[src/rtl/regfile_sequencer.sv]
// Command-side initiator for the 16-bit register file: queues read/write
// commands in a FIFO, drives the rw/w1/w2 port and returns read data.
module regfile_sequencer #(
  parameter int WIDTH = 16,
  parameter int DEPTH = 4
) (
  input  logic             clk,
  input  logic             rst,
  input  logic             cmd_valid,
  output logic             cmd_ready,
  input  logic             cmd_rw,
  input  logic [WIDTH-1:0] cmd_addr,
  input  logic [WIDTH-1:0] cmd_data,
  output logic             rsp_valid,
  input  logic             rsp_ready,
  output logic [WIDTH-1:0] rsp_data,
  output logic             rf_rw,
  output logic [WIDTH-1:0] rf_w1,
  output logic [WIDTH-1:0] rf_w2,
  input  logic [WIDTH-1:0] rf_r1,
  output logic             busy
);

  localparam int AW = $clog2(DEPTH);
  localparam logic [AW:0] FULL = (AW+1)'(DEPTH);

  typedef enum logic [1:0] {IDLE, ISSUE, WAIT_RD, RESP} state_t;

  state_t           state, state_next;
  logic             fifo_rw   [DEPTH];
  logic [WIDTH-1:0] fifo_addr [DEPTH];
  logic [WIDTH-1:0] fifo_data [DEPTH];
  logic [AW-1:0]    wr_ptr, rd_ptr;
  logic [AW:0]      count;
  logic             push, pop;

  logic             rf_rw_next, rsp_valid_next;
  logic [WIDTH-1:0] rf_w1_next, rf_w2_next, rsp_data_next;

  // Full-check uses the registered count, so a push at full is refused even
  // when a pop happens on the same edge.
  assign cmd_ready = !rst && (count != FULL);
  assign push      = cmd_valid && cmd_ready;
  assign busy      = (count != '0) || (state != IDLE);

  always_comb begin
    state_next     = state;
    pop            = 1'b0;
    rf_rw_next     = rf_rw;
    rf_w1_next     = rf_w1;
    rf_w2_next     = rf_w2;
    rsp_valid_next = rsp_valid;
    rsp_data_next  = rsp_data;
    case (state)
      IDLE: begin
        rf_rw_next = 1'b0;
        if (count != '0) begin
          pop        = 1'b1;
          rf_rw_next = fifo_rw[rd_ptr];
          rf_w1_next = fifo_addr[rd_ptr];
          rf_w2_next = fifo_data[rd_ptr];
          state_next = ISSUE;
        end
      end
      ISSUE: begin
        // rf_rw itself records whether the issued command is a write
        if (rf_rw) begin
          rf_rw_next = 1'b0;
          state_next = IDLE;
        end else begin
          state_next = WAIT_RD;
        end
      end
      WAIT_RD: begin
        rsp_data_next  = rf_r1;
        rsp_valid_next = 1'b1;
        state_next     = RESP;
      end
      RESP: begin
        if (rsp_ready) begin
          rsp_valid_next = 1'b0;
          state_next     = IDLE;
        end
      end
      default: state_next = IDLE;
    endcase
  end

  always_ff @(posedge clk) begin
    if (rst) begin
      state     <= IDLE;
      wr_ptr    <= '0;
      rd_ptr    <= '0;
      count     <= '0;
      rf_rw     <= 1'b0;
      rf_w1     <= '0;
      rf_w2     <= '0;
      rsp_valid <= 1'b0;
      rsp_data  <= '0;
    end else begin
      state     <= state_next;
      rf_rw     <= rf_rw_next;
      rf_w1     <= rf_w1_next;
      rf_w2     <= rf_w2_next;
      rsp_valid <= rsp_valid_next;
      rsp_data  <= rsp_data_next;
      if (push) wr_ptr <= wr_ptr + 1'b1;
      if (pop)  rd_ptr <= rd_ptr + 1'b1;
      case ({push, pop})
        2'b10:   count <= count + 1'b1;
        2'b01:   count <= count - 1'b1;
        default: count <= count;
      endcase
    end
  end

  always_ff @(posedge clk) begin
    if (push) begin
      fifo_rw[wr_ptr]   <= cmd_rw;
      fifo_addr[wr_ptr] <= cmd_addr;
      fifo_data[wr_ptr] <= cmd_data;
    end
  end

endmodule

[config.mk]
export PLATFORM = sky130hd
export DESIGN_NAME = regfile_sequencer
export DESIGN_NICKNAME = d
export VERILOG_FILES = /design/src/rtl/regfile_sequencer.sv
export SDC_FILE = /design/constraint.sdc
export NUM_CORES = 1
export LEC_CHECK = 0
export CAP_MARGIN = 0
export CORE_MARGIN = 2
export CORE_UTILIZATION = 25
export CTS_BUF_LIST = sky130_fd_sc_hd__clkbuf_4 sky130_fd_sc_hd__clkbuf_8
export CTS_CLUSTER_DIAMETER = 100
export DETAILED_ROUTE_END_ITERATION = 12
export GPL_TIMING_DRIVEN = 0
export PLACE_DENSITY = 0.48
export SLEW_MARGIN = 10
export SYNTH_ARGS = -nofsm -noshare
export SYNTH_HDL_FRONTEND = slang
export SYNTH_SLANG_ARGS = --single-unit
[constraint.sdc]
create_clock -name clk -period 2.27 [get_ports clk]
set_input_delay 0.227 -clock clk [delete_from_list [all_inputs] [get_ports clk]]
set_output_delay 0.227 -clock clk [all_outputs]
set_load 0.01 [all_outputs]
==> metrics.md <==
| Metric | Value |
|---|---|
| CTS Sinks | `roughly 190` |
| CTS Root Cell | `clkbuf_8` |
| Dpl ws | `-314 ps` |
| Vias in the first global route | `between 3000 and 4000` |
| DRC | `0` |
| Synthesized area | `0.00694 mm²` |
| Clk buf depth | `2` |
| Routed via count | `3721` |
| F_max | `between 0.4 and 0.5 GHz` |
| Antenna violations before repair | `1` |
| Layout cell share with drive strength beyond 1 | `18.2%` |
| Status | `finished clean` |
| Slew margin rel. | `roughly 53%` |
| Htree depth | `4` |
| Yosys cell types | `37` |
| Max-cap viol count | `0` |
| Initial core utilization | `approximately a quarter` |
| Crit Path Class | `primary input to primary output` |
| Core box area | `between 0.02 and 0.03 mm²` |
| Startpoint types | `primary input` |
| Vias per cell | `a little over 4` |
| Average size of a mapped cell | `between 15 and 20 µm²` |
| CP max stage delay | `570 ps` |
| GRT Total Usage | `a little over a tenth` |
| Period minus WS final | `between 2000 and 2500 ps` |
| # setup viols final | `0` |
| Final Core Density | `32.6%` |
| Ys Warns | `0` |
| Iteration-0 DRC Markers | `roughly 160` |
| DP Wirelength | `approximately 10000 µm` |
| EDFF count, synth | `around 130` |
| Hold Crit Class | `primary input to flop` |
| Register area | `between 0.005 and 0.006 mm²` |
| Number of synthesized register bits | `between 150 and 200` |
| R2r worst-path depth | `7` |
| Layout Area Growth over Synthesis | `29.2%` |
| Tcrit/Tclk final | `between 90% and 100%` |
| Final GP Congestion | `0.686` |
| RSZ-0062 raised after global routing | `false` |
| Worst skew pair latency | `approximately 450 ps` |
| Crit path arrival time | `~1900 ps` |
| Max VDD drop | `about 0.47 mV` |
| Port Buf Inserts | `~100` |
| Min Hold Slack | `between 300 and 400 ps` |
| Final WL | `around 15000 µm` |
| Full die area | `slightly below 0.03 mm²` |
| Post-synth ARST share | `0%` |
| First-pass GRT wire length | `~23000 µm` |
| Syn nets | `445` |
| Fill cells | `2669` |
| DR WL/cell | `16.6 µm` |
| Leak | `approximately 3 nW` |
| DRT Pass-1 Iters | `4` |
| Hold_buf cts | `0` |
| Most common cell after layout, fill and taps aside | `edfxtp_1` |
| Setup slack, reg-to-reg | `130 ps` |
| Final nets | `573` |
| Largest net degree at the start of global routing | `20` |
| RR Endpoint | `count[2]` |
| CP max stage cell | `clkdlybuf4s50_1` |
| Most frequent cells in the layout | `132 x edfxtp_1, 104 x clkdlybuf4s50_1, 59 x dfxtp_1` |
| Die Width | `171 µm` |
| Min-Delay Endpoint | `rsp_data[8]` |
| Pwr dens | `1110 mW/mm²` |
| Crit-path most repeated cell | `clkdlybuf4s50_1` |
| Total Power | `~9.9 mW` |
| Design area | `0.00897 mm²` |
| CP Cell Sequence | `clkdlybuf4s50_1 -> clkbuf_2 -> buf_2 -> nor2_1 -> clkdlybuf4s50_1` |
| Antenna-violating nets left | `0` |
| Cell Rows | `around 60` |
| Setup ws final | `119 ps` |
| Top Ports | `approximately 110` |
| Worst-path clk slew | `about 100 ps` |
| Worst slew pin tran | `712 ps` |
| Req. time, crit path | `approximately 2000 ps` |
| CTS buffer count | `17` |
| Top FF cell, synth | `edfxtp_1` |
| Reg2Reg Launch Point | `count[0]` |
| Worst Skew | `between 15 and 20 ps` |
| Max Slew Vio Count | `0` |
| Hold Path Depth | `3` |
| Final hold violations | `0` |
| CTS tree | `yes` |
| CP Capture Type | `primary output` |
| GRT overflow | `0` |
| Multi-input gate area | `0.00161 mm²` |
| Die height | `171 µm` |
| Post-synthesis cell count | `just under 400` |
| Placed cell areas | `between 0.008 and 0.009 mm²` |
| Post-synthesis sequential area ratio | `about three quarters` |
| CP Max Fanout | `10` |
| Hold_sp | `rf_r1[8]` |
==> through the flow <==
step / std cells / setup TNS, ps
floorplan: 386 / 0
global placement: 868 / -137210
detailed placement: 872 / -7830
CTS: 905 / 0
global route: 905 / 0
finish: 907 / 0
==> synth_stat cells (all sizes together) (2+ instances only) <==
library cell  number  area share, %
nand2             36            1.9
nor2              10           0.54
a21oi             21            1.6
mux4              33             11
dfxtp             61             18
nor3b              2           0.29
a22o              32            4.0
inv                5           0.27
ha                 5           0.90
clkbuf             8           0.43
nor3               2           0.14
buf               16            1.6
edfxtp           132             57
or3                2           0.25
mux2i              2           0.29
and2               4           0.36
==> worst max-delay path by stage <==
stage,start,end,slack (ps)
6_report,rst,cmd_ready,120
5_1_grt,count[0],count[2],8
4_1_cts,count[0],count[2],10
3_5_place_dp,rst,count[2],-310
3_3_place_gp,rst,fifo_data[1][10],-1060
2_1_floorplan,count[0],count[2],160
==> report_power, final <==
part           switching (mW)  internal, mW  total [mW]
Combinational            1.41          1.63        3.04
Sequential              0.279          4.32        4.60
Clock                    1.26          1.01        2.28
Total                    2.95          6.97        9.92
==> kinds of logic (layout without fill, tap and decap cells) <==
| logic type | Yosys count | count (layout) | synth area share [%] |
|---|---|---|---|
| flip-flops | 193 | 193 | 74.7 |
| AO/OA/AOI/OAI | 60 | 60 | 6.42 |
| AND/OR/NAND/NOR | 60 | 60 | 3.91 |
| multiplexers | 36 | 36 | 11.3 |
| buffers and inverters | 29 | 170 | 2.29 |
| adder cells (fa/ha/maj) | 6 | 6 | 1.19 |
| XOR/XNOR | 2 | 2 | 0.252 |
| other | 0 | 2 | 0 |
==> state kept, by name, indices dropped and copies added, names as in the netlist, named ones only <==
name and count:
count 3, fifo_addr 64, fifo_data 64, fifo_rw 4, rd_ptr 2, rf_rw 1, rf_w1 16, rf_w2 16
rsp_data 16, rsp_valid 1, state 1, wr_ptr 2
==> critical path: cells and delay by family <==
family / cells / cell delay, ps
simple gates: 1 / 70
buf+inv: 4 / 1630
==> metal layers <==
| layer | vias up | track usage [%] | part of all wire (%) |
|---|---|---|---|
| li1 | 1755 | - | - |
| met1 | 1897 | 12.9 | 43 |
| met2 | 64 | 18.8 | 52 |
| met3 | 5 | 3.01 | 3.7 |
| met4 | 0 | 3.23 | 0.82 |
| met5 | - | 0 | 0 |
==> what timing repair did <==
action | in CTS | in global routing
setup endpoints to repair | 2 | 1
endpoints found under the hold margin | 0 | 0
gates resized for setup | 2 | 3
setup buffers | 1 | 0
pin swaps | 1 | 0
==> final cells by class <==
class	instances	area share, %
inverters	5	0.209
plain buffers	24	1.59
clock inverters	15	1.91
repair buffers	109	12.6
well taps	378	5.27
diodes	2	0.0558
flip-flops and latches	193	57.8
multi-input cells	164	17.9
clock buffers	17	2.61
Power figures use the tool's default switching activity.
